**config.mk**
```make
export PLATFORM = sky130hd
export DESIGN_NAME = img_filter_mixer
export DESIGN_NICKNAME = d
export VERILOG_FILES = /design/src/rtl/img_filter_pkg.sv /design/src/rtl/img_filter_mixer_blend.sv /design/src/rtl/img_filter_mixer.sv
export SDC_FILE = /design/constraint.sdc
export NUM_CORES = 1
export LEC_CHECK = 0
export ABC_CLOCK_PERIOD_IN_PS = 5700
export BUFFER_PORTS_ARGS = -buffer_cell sky130_fd_sc_hd__clkbuf_2
export CAP_MARGIN = 20
export CORE_ASPECT_RATIO = 1.75
export CORE_UTILIZATION = 56
export CTS_BUF_LIST = sky130_fd_sc_hd__clkbuf_8 sky130_fd_sc_hd__clkbuf_16
export DETAILED_ROUTE_END_ITERATION = 12
export PLACE_DENSITY = 0.83
export SLEW_MARGIN = 0
export SYNTH_ARGS = -nofsm -noshare
export SYNTH_HDL_FRONTEND = slang
export SYNTH_SLANG_ARGS = --single-unit
export TNS_END_PERCENT = 100
```
**constraint.sdc**
```tcl
create_clock -name clk -period 5.7 [get_ports clk]
set_input_delay 0.855 -clock clk [delete_from_list [all_inputs] [get_ports clk]]
set_output_delay 0.855 -clock clk [all_outputs]
set_load 0.02 [all_outputs]
```
**src/rtl/img_filter_pkg.sv**
```systemverilog
// Shared definitions for the image filter mixer: RGB565 field widths,
// alpha format, mixer state encoding and flattened filter-bus slot access.
package img_filter_pkg;

    localparam int R_W       = 5;
    localparam int G_W       = 6;
    localparam int B_W       = 5;
    localparam int ALPHA_W   = 5;
    localparam logic [ALPHA_W-1:0] ALPHA_ONE = 5'd16;

    // Largest slot count addressable by the slot helper (4-bit index)
    localparam int MAX_SLOTS = 16;

    typedef enum logic [1:0] {
        IDLE  = 2'd0,
        ARMED = 2'd1,
        FADE  = 2'd2
    } state_t;

    // Pick 16-bit slot k out of a flattened, zero-padded filter bus
    function automatic logic [15:0] slot_pixel(input logic [16*MAX_SLOTS-1:0] bus,
                                               input logic [3:0] k);
        return bus[{k, 4'b0000} +: 16];
    endfunction

endpackage

```
**src/rtl/img_filter_mixer_blend.sv**
```systemverilog
// Combinational per-channel RGB565 alpha blend:
// out = (p*(16-alpha) + c*alpha) >> 4 on each of the R5/G6/B5 fields.
module rgb565_blend
    import img_filter_pkg::*;
(
    input  logic [15:0]        prev_pix,
    input  logic [15:0]        cur_pix,
    input  logic [ALPHA_W-1:0] alpha,
    output logic [15:0]        mix
);

    typedef logic [R_W+4:0] r_acc_t;
    typedef logic [G_W+4:0] g_acc_t;
    typedef logic [B_W+4:0] b_acc_t;

    logic [ALPHA_W-1:0] inv_s;
    r_acc_t             r_acc_s;
    g_acc_t             g_acc_s;
    b_acc_t             b_acc_s;

    // Weighted sum per channel; channel width + 5 bits holds 63*16 without overflow
    always_comb begin
        inv_s   = ALPHA_ONE - alpha;
        r_acc_s = r_acc_t'(prev_pix[15:11]) * r_acc_t'(inv_s)
                + r_acc_t'(cur_pix[15:11])  * r_acc_t'(alpha);
        g_acc_s = g_acc_t'(prev_pix[10:5])  * g_acc_t'(inv_s)
                + g_acc_t'(cur_pix[10:5])   * g_acc_t'(alpha);
        b_acc_s = b_acc_t'(prev_pix[4:0])   * b_acc_t'(inv_s)
                + b_acc_t'(cur_pix[4:0])    * b_acc_t'(alpha);
        mix     = {R_W'(r_acc_s >> 4), G_W'(g_acc_s >> 4), B_W'(b_acc_s >> 4)};
    end

endmodule

```
**src/rtl/img_filter_mixer.sv**
```systemverilog
// Maps the VGA raster onto a scaled filter window, selects among the filter
// bank outputs and crossfades between filters at frame boundaries.
// Optional build macro: FILTER_BORDER_EN (yellow window border while busy).
module img_filter_mixer
    import img_filter_pkg::*;
#(
    parameter int IMG_WIDTH   = 160,
    parameter int IMG_HEIGHT  = 120,
    parameter int WIN_X0      = 320,
    parameter int WIN_Y0      = 240,
    parameter int SCALE_SHIFT = 1,
    parameter int NUM_FILTERS = 9,
    parameter int SEL_W       = 4,
    parameter int FADE_FRAMES = 4
) (
    input  logic                    clk,
    input  logic                    reset,
    input  logic [SEL_W-1:0]        filter_sel,
    input  logic                    DE,
    input  logic [9:0]              x_pixel,
    input  logic [9:0]              y_pixel,
    input  logic [15:0]             rgb565_in,
    input  logic [16*NUM_FILTERS-1:0] filter_rgb,
    output logic [9:0]              local_x,
    output logic [9:0]              local_y,
    output logic                    filter_en,
    output logic [15:0]             rgb565_out,
    output logic [SEL_W-1:0]        active_sel,
    output logic                    busy
);

    localparam logic [10:0] X_LO = 11'(WIN_X0);
    localparam logic [10:0] X_HI = 11'(WIN_X0 + (IMG_WIDTH << SCALE_SHIFT));
    localparam logic [10:0] Y_LO = 11'(WIN_Y0);
    localparam logic [10:0] Y_HI = 11'(WIN_Y0 + (IMG_HEIGHT << SCALE_SHIFT));
    localparam logic [9:0]  X_OFF = 10'(WIN_X0);
    localparam logic [9:0]  Y_OFF = 10'(WIN_Y0);
    localparam logic [ALPHA_W-1:0] STEP = ALPHA_W'(16 / FADE_FRAMES);

    logic                    in_window_s;
    logic                    fb_s;
    logic [9:0]              dx_s;
    logic [9:0]              dy_s;
    logic [16*MAX_SLOTS-1:0] bus_s;

    state_t                  state_r;
    state_t                  state_n;
    logic [SEL_W-1:0]        active_sel_r;
    logic [SEL_W-1:0]        active_sel_n;
    logic [SEL_W-1:0]        prev_sel_r;
    logic [SEL_W-1:0]        prev_sel_n;
    logic [ALPHA_W-1:0]      alpha_r;
    logic [ALPHA_W-1:0]      alpha_n;
    logic                    busy_r;

    logic [15:0]             p_pix_s;
    logic [15:0]             c_pix_s;
    logic [15:0]             p_r;
    logic [15:0]             c_r;
    logic [15:0]             in_r;
    logic                    en_r;
    logic [ALPHA_W-1:0]      alpha_pipe_r;
    logic [15:0]             mix_s;
    logic [15:0]             out_r;

`ifdef FILTER_BORDER_EN
    localparam logic [15:0] BORDER_RGB = 16'hFFE0;
    logic                    border_s;
    logic                    border_r;
`endif

    // Out-of-range and low slot numbers fall back to the camera pixel
    function automatic logic [15:0] resolve(input logic [SEL_W-1:0]        sel,
                                            input logic [16*MAX_SLOTS-1:0] bus,
                                            input logic [15:0]             thru);
        if ((int'(sel) >= NUM_FILTERS) || (int'(sel) < 2)) begin
            return thru;
        end else begin
            return slot_pixel(bus, 4'(sel));
        end
    endfunction

    // Window test, source coordinates and frame-boundary detect
    always_comb begin
        in_window_s = ({1'b0, x_pixel} >= X_LO) && ({1'b0, x_pixel} < X_HI) &&
                      ({1'b0, y_pixel} >= Y_LO) && ({1'b0, y_pixel} < Y_HI);
        dx_s        = x_pixel - X_OFF;
        dy_s        = y_pixel - Y_OFF;
        if (in_window_s) begin
            local_x = dx_s >> SCALE_SHIFT;
            local_y = dy_s >> SCALE_SHIFT;
        end else begin
            local_x = 10'd0;
            local_y = 10'd0;
        end
        filter_en = DE && in_window_s;
        fb_s      = DE && (x_pixel == 10'd0) && (y_pixel == 10'd0);
`ifdef FILTER_BORDER_EN
        border_s  = filter_en &&
                    (({1'b0, x_pixel} == X_LO) || ({1'b0, x_pixel} == (X_HI - 11'd1)) ||
                     ({1'b0, y_pixel} == Y_LO) || ({1'b0, y_pixel} == (Y_HI - 11'd1)));
`endif
    end

    // Zero-pad the filter bus to the fixed width the slot helper expects
    always_comb begin
        bus_s = '0;
        bus_s[16*NUM_FILTERS-1:0] = filter_rgb;
    end

    // Next-state logic: arm on a request, commit at a frame boundary, then fade
    always_comb begin
        state_n      = state_r;
        active_sel_n = active_sel_r;
        prev_sel_n   = prev_sel_r;
        alpha_n      = alpha_r;
        case (state_r)
            IDLE: begin
                alpha_n = ALPHA_ONE;
                if (filter_sel != active_sel_r) begin
                    state_n = ARMED;
                end else begin
                    state_n = IDLE;
                end
            end
            ARMED: begin
                if (filter_sel == active_sel_r) begin
                    state_n = IDLE;
                end else if (fb_s) begin
                    prev_sel_n   = active_sel_r;
                    active_sel_n = filter_sel;
                    alpha_n      = STEP;
                    state_n      = (STEP == ALPHA_ONE) ? IDLE : FADE;
                end else begin
                    state_n = ARMED;
                end
            end
            FADE: begin
                if (fb_s) begin
                    alpha_n = alpha_r + STEP;
                    if (alpha_n >= ALPHA_ONE) begin
                        alpha_n = ALPHA_ONE;
                        state_n = (filter_sel != active_sel_r) ? ARMED : IDLE;
                    end else begin
                        state_n = FADE;
                    end
                end else begin
                    state_n = FADE;
                end
            end
            default: begin
                state_n = IDLE;
                alpha_n = ALPHA_ONE;
            end
        endcase
    end

    // Mixer state register; reset abandons any pending change or fade
    always_ff @(posedge clk) begin
        if (reset) begin
            state_r      <= IDLE;
            active_sel_r <= '0;
            prev_sel_r   <= '0;
            alpha_r      <= ALPHA_ONE;
            busy_r       <= 1'b0;
        end else begin
            state_r      <= state_n;
            active_sel_r <= active_sel_n;
            prev_sel_r   <= prev_sel_n;
            alpha_r      <= alpha_n;
            busy_r       <= (state_n != IDLE);
        end
    end

    // Source pixels use next-state selects so a commit affects its own pixel
    always_comb begin
        p_pix_s = resolve(prev_sel_n, bus_s, rgb565_in);
        c_pix_s = resolve(active_sel_n, bus_s, rgb565_in);
    end

    // Stage 1: capture both source pixels, camera pixel, enable and alpha
    always_ff @(posedge clk) begin
        if (reset) begin
            p_r          <= 16'h0000;
            c_r          <= 16'h0000;
            in_r         <= 16'h0000;
            en_r         <= 1'b0;
            alpha_pipe_r <= ALPHA_ONE;
`ifdef FILTER_BORDER_EN
            border_r     <= 1'b0;
`endif
        end else begin
            p_r          <= p_pix_s;
            c_r          <= c_pix_s;
            in_r         <= rgb565_in;
            en_r         <= filter_en;
            alpha_pipe_r <= alpha_n;
`ifdef FILTER_BORDER_EN
            border_r     <= border_s && busy_r;
`endif
        end
    end

    rgb565_blend u_blend (
        .prev_pix (p_r),
        .cur_pix  (c_r),
        .alpha    (alpha_pipe_r),
        .mix      (mix_s)
    );

    // Stage 2: blended pixel inside the window, delayed camera pixel outside
    always_ff @(posedge clk) begin
        if (reset) begin
            out_r <= 16'h0000;
`ifdef FILTER_BORDER_EN
        end else if (border_r) begin
            out_r <= BORDER_RGB;
`endif
        end else if (en_r) begin
            out_r <= mix_s;
        end else begin
            out_r <= in_r;
        end
    end

    assign rgb565_out = out_r;
    assign active_sel = active_sel_r;
    assign busy       = busy_r;

endmodule

```
==> out/results.ini, run 1 <==
[cts]
cts_buffers=9
numClockSinks=79
path_clk_slew_ps=70
root_buffer=clkbuf_16
postCtsHoldBufs=0
clock_path_buffers=2
h-tree-depth=3
cts_resized=0
cts_tree=yes
insertion_delay_ps=360
post_cts_buffers=0

[timing]
final_hold_viol_count=0
fin_ws_ps=1130
drv_slew=0
min_period_ps=4570
setup_tns_ps=0
setup_viol=0
fin_worst_skew_ps=8.24
rsz0062_at_grt=false
fin_hold_ws_ps=464
tightest_slew_ps=1090
clock.fmax_mhz=219
max-slew-margin-rel_pct=27.4
period_share_pct=80.3

[power_and_ir_drop]
leakagePower_nw=5.06
p_sw_share_pct=32.8
p_clk_share_pct=34.8
combPwrFrac_pct=32.2
netSwitchingPower_uw=592
power_density_nw_per_um2=166
fin_total_pwr_mw=1.80
seqPwrFrac_pct=33.0
internal-power_mw=1.21
peakVddDrop_mv=0.118

[die]
die_area_um2=17200
fp-row-count=62
core_area_um2=16400
fp.dieH_um=173
die_w_um=99.7
start_util_pct=57.1
io_pins=229

[finish]
final_cells=1553
final_common_cell=clkbuf_2
diodes=0
layout-drive-gt1-share_pct=20.0
final_cell_mix=clkbuf_2, o21ai_0, and2_1
area_delta_synth_final_pct=16.5
finish.net_count=1647
fillers=1408

[placed_design]
numPortBuffers=194
place_congestion=0.986
hpwl_um=22800
dpl_worst_slack_ps=1130
dp_cells=1536

[global_route]
grt_max_degree=93
gr-total-overflow=0
grt_pass1_wl_um=46900
antenna_found_initial=1
grt_pass1_vias=9323
track_usage_pct=35.0

[worst_setup_path]
critPathKind=reg -> reg
worst_setup_path_start_kind=flop
r2r_cells=18
cp-end-kind=flop
rr_startpoint=alpha_pipe_r[3]
cp_max_fo=19
cp.required_ps=5890
r2r_slack_ps=1130
crit_arrival_ps=4760
r2r-end=rgb565_out[15]

[yosys]
syn-cell-area_um2=9350
yosysTopAreaCell=dfxtp_1
ys_types=61
yosysSeqAreaShare_pct=16.9
synth_ff_type=dfxtp_1
synth_top_cell_area_share_pct=16.9
synth_edf_count=0
syn_avg_cell_area_um2=8.10
syn_inst=1154
synth-seq-cells=79
yosysWarnings=0
synthTopCellsByArea=dfxtp_1, fa_1, ha_1
async_flop_share_pct=0

[detailed_routing]
vias=9472
drcViolationCount=0
first_iter_violations=825
wire_per_inst_um=18.9
ant_nets=0
viasPerCell=6.10
first_pass_iters=6
wirelength_um=29400

[min_path]
worstHoldPathCells=2
hp-class=reg -> reg
hold_end=rgb565_out[13]
hp-start=in_r[13]

[status]
outcome=complete, no violations

[run]
cap_violations=0

[flip-flops by register name, indices dropped and copies added (netlist names)]
name	flops
active_sel	4
alpha_pipe_r	3
busy	1
c_r	16
en_r	1
in_r	16
p_r	16
prev_sel_r	4
rgb565_out	16
state_r	2
[Yosys cell counts (24+ instances only)]
master    instances
nand3_1          39
and2_1           90
clkbuf_1         70
a21boi_0         42
dfxtp_1          79
nor2_1           39
and3_1           57
fa_1             57
o21ai_0         107
nand2_1          68
mux2i_1          26
nor2b_1          24
xnor2_1          33
inv_1            76
a211oi_1         53
ha_1             79
a21oi_1          39
[per-stage QoR]
stage	util [%]	cell area [um2]
floorplan	-	9430
global route	66.5	10900
finish	66.5	10900
detailed placement	64.4	10500
global placement	64.4	10500
CTS	66.4	10900
[kinds of logic (layout without fill, tap and decap cells)]
kind of cell,count (synthesis),after routing,share of synthesized area [%]
compound gates,289,289,19.5
xor+xnor,45,45,4.22
fa+ha+maj,136,136,22.8
buf+inv,165,317,7.12
flops,79,79,16.9
mux,30,30,3.29
other cells,2,25,0.0804
simple gates,408,408,26.1
[worst max path at each step]
stage                          from             end  depth (start not counted)
floorplan           alpha_pipe_r[3]  rgb565_out[10]                         15
global placement    alpha_pipe_r[3]   rgb565_out[4]                         14
detailed placement  alpha_pipe_r[3]   rgb565_out[4]                         14
CTS                 alpha_pipe_r[3]   rgb565_out[4]                         14
global route        alpha_pipe_r[3]  rgb565_out[10]                         15
finish              alpha_pipe_r[3]  rgb565_out[15]                         18
[cell type report]
cell class | count | area (um2) | share of cell area [%]
flip-flops and latches | 79 | 1580 | 14.5
multi-input cells | 933 | 7210 | 66.2
well taps | 224 | 280 | 2.57
repair buffers | 224 | 1220 | 11.2
clock inverters | 5 | 63.8 | 0.586
clock buffers | 11 | 253 | 2.32
inverters | 77 | 289 | 2.65
[worst max-delay path: stages (launching register included)]
cell and delay (ps):
dfxtp_1 320, buf_4 220, inv_1 70, ha_1 470, and2_1 260, ha_1 280
inv_1 50, fa_1 500, inv_1 60, fa_1 520, inv_1 50, fa_1 470
inv_1 40, ha_1 270, ha_1 330, nand2_1 70, o21ai_0 200, xnor2_1 150
a211oi_1 80
[power by group through the flow]
stage / Clock [mW] / Sequential (mW) / Combinational, mW
after CTS: 0.631 / 0.595 / 0.577
after detailed placement: 0 / 0.608 / 0.570
after global placement: 0 / 0.607 / 0.549
after global routing: 0.652 / 0.598 / 0.649
final: 0.628 / 0.595 / 0.580
after floorplan: 0 / 0.607 / 0.387
[metal layers]
metal | part of all wire (%) | wire, um | global-route usage, % | up-vias
met1 | 36 | 10500 | 38.8 | 4408
met5 | 0.044 | 13 | 0 | -
met4 | 6.8 | 2010 | 23.2 | 2
met3 | 6.9 | 2020 | 4.65 | 145
met2 | 50 | 14800 | 61.5 | 543
li1 | - | - | - | 4374
Note: power is estimated with default switching activity, not from simulation.
==> run 2: changes to the inputs <==
Settings changed: ABC_CLOCK_PERIOD_IN_PS 5700 to 4590.
Clock period 5.7 ns to 4.59 ns, I/O delays scaled along.
==> run 2 against run 1 <==
  * Routed wire length decreased by 0.77%
  * Non-clock buffer count increased by 7
  * Die area unchanged
  * Utilization increased by 0.60 points
  * Critical path depth decreased by 4
  * Cell count increased by 0.45%
  * Sequential share of layout area decreased by 0.13 points
  * Register-to-register slack got worse by 860 ps
  * Fmax increased by 5.8%
  * Combinational power increased by 27%
  * Via count decreased by 0.55%
  * Sequential power increased by 24%
==> out/results.ini, run 2 (synthesis gave the netlist of run 1 again) <==
[status]
outcome=complete, no violations

[cts]
path_clk_slew_ps=70
postCtsHoldBufs=0
cts_buffers=9
cts_tree=yes
insertion_delay_ps=360
root_buffer=clkbuf_16
h-tree-depth=3
clock_path_buffers=2
numClockSinks=79

[global_route]
grt_max_degree=98
gr-total-overflow=0
antenna_found_initial=0
grt_pass1_wl_um=47000
grt_pass1_vias=9520
track_usage_pct=35.0

[min_path]
hp-class=reg -> reg
worstHoldPathCells=2
hold_end=rgb565_out[11]
hp-start=in_r[11]

[power_and_ir_drop]
netSwitchingPower_uw=724
internal-power_mw=1.58
leakagePower_nw=5.11
seqPwrFrac_pct=32.0
p_sw_share_pct=31.4
p_clk_share_pct=36.1
peakVddDrop_mv=0.163
combPwrFrac_pct=31.9
power_density_nw_per_um2=210
fin_total_pwr_mw=2.31

[detailed_routing]
wirelength_um=29200
viasPerCell=6.04
ant_nets=0
first_pass_iters=7
wire_per_inst_um=18.7
first_iter_violations=631
vias=9420
drcViolationCount=0

[worst_setup_path]
worst_setup_path_start_kind=flop
r2r_slack_ps=270
rr_startpoint=alpha_pipe_r[2]
cp.required_ps=4840
r2r_cells=14
r2r-end=rgb565_out[10]
crit_arrival_ps=4580
cp-end-kind=flop
critPathKind=reg -> reg
cp_max_fo=12

[die]
die_area_um2=17200
die_w_um=99.7
start_util_pct=57.1
fp.dieH_um=173
core_area_um2=16400
io_pins=229
fp-row-count=62

[placed_design]
place_congestion=1.01
postPlaceCellArea_um2=10600
hpwl_um=22900
numPortBuffers=194
dp_cells=1543

[timing]
max-slew-margin-rel_pct=27.4
setup_viol=0
rsz0062_at_grt=false
tightest_slew_ps=1090
period_share_pct=94.2
drv_slew=0
fin_worst_skew_ps=9.98
min_period_ps=4320
final_hold_viol_count=0
setup_tns_ps=0
clock.fmax_mhz=231

[finish]
layout-drive-gt1-share_pct=20.4
final_cells=1560
seq_area_um2=1580
layout.core_utilization_pct=67.1
diodes=0
finish.net_count=1654
stdcell_area_um2=11000
final_cell_mix=clkbuf_2, o21ai_0, and2_1
area_delta_synth_final_pct=17.6
multi_input_comb_area_um2=7210
fillers=1361
final_common_cell=clkbuf_2

[run]
cap_violations=0

## run 2: cell types whose count changed in the layout (fill, tap and decap cells not counted), sizes merged
cell    previous run  this run
buf               31        38
bufinv             1         3
clkbuf           204       202
## run 2: per-stage QoR
| step | setup slack (ps) | hold WS, ps |
|---|---|---|
| final | 265 | 463 |
| after global routing | 48.3 | 481 |
| after CTS | 138 | 465 |
| after detailed placement | 228 | 450 |
| after global placement | 304 | 446 |
| after floorplan | 186 | 437 |
## run 2: repair_timing
item                                    4_1_cts  5_1_grt
buffers inserted                              0        0
endpoints found under the setup margin        0        1
resized for setup                             0        1
## run 2: cell type report
cell class | instances | area share, %
repair buffers | 231 | 11.7
flip-flops and latches | 79 | 14.4
inverters | 77 | 2.63
clock inverters | 7 | 1.04
well taps | 224 | 2.55
multi-input cells | 933 | 65.6
clock buffers | 9 | 2.05
## run 2: critical path, cell delays in order, from the launching register on
cell and delay (ps):
dfxtp_1 330, inv_1 70, ha_2 370, and2_1 200, ha_1 290, fa_1 470, fa_1 560, fa_1 420
ha_1 290, ha_1 340, nand2_1 120, o211ai_1 130, a31oi_1 220, xnor2_1 130, a211oi_1 290
## run 2: how the worst max path moves through the flow
stage               startpoint              to  slack (ps)  cells after the start
3_3_place_gp   alpha_pipe_r[2]  rgb565_out[10]         300                     13
4_1_cts        alpha_pipe_r[2]  rgb565_out[10]         140                     14
5_1_grt        alpha_pipe_r[2]  rgb565_out[10]          50                     14
2_1_floorplan  alpha_pipe_r[3]  rgb565_out[10]         190                     15
6_report       alpha_pipe_r[2]  rgb565_out[10]         270                     14
3_5_place_dp   alpha_pipe_r[2]  rgb565_out[10]         230                     14
## run 2: layer usage
metal / up-vias / GRT usage (%) / wire length, um
met5: - / 0 / 0
met4: 0 / 21.6 / 1670
met3: 119 / 5.66 / 1840
met2: 476 / 63.7 / 15300
met1: 4437 / 36.9 / 10300
li1: 4388 / - / -
## run 2: power by group through the flow
stage                     sequential (mW)  combinational [mW]  clock (mW)
after global placement              0.751               0.693           0
after CTS                           0.738               0.730       0.841
after global routing                0.740               0.825       0.864
after floorplan                     0.754               0.480           0
final                               0.738               0.736       0.834
after detailed placement            0.753               0.721           0
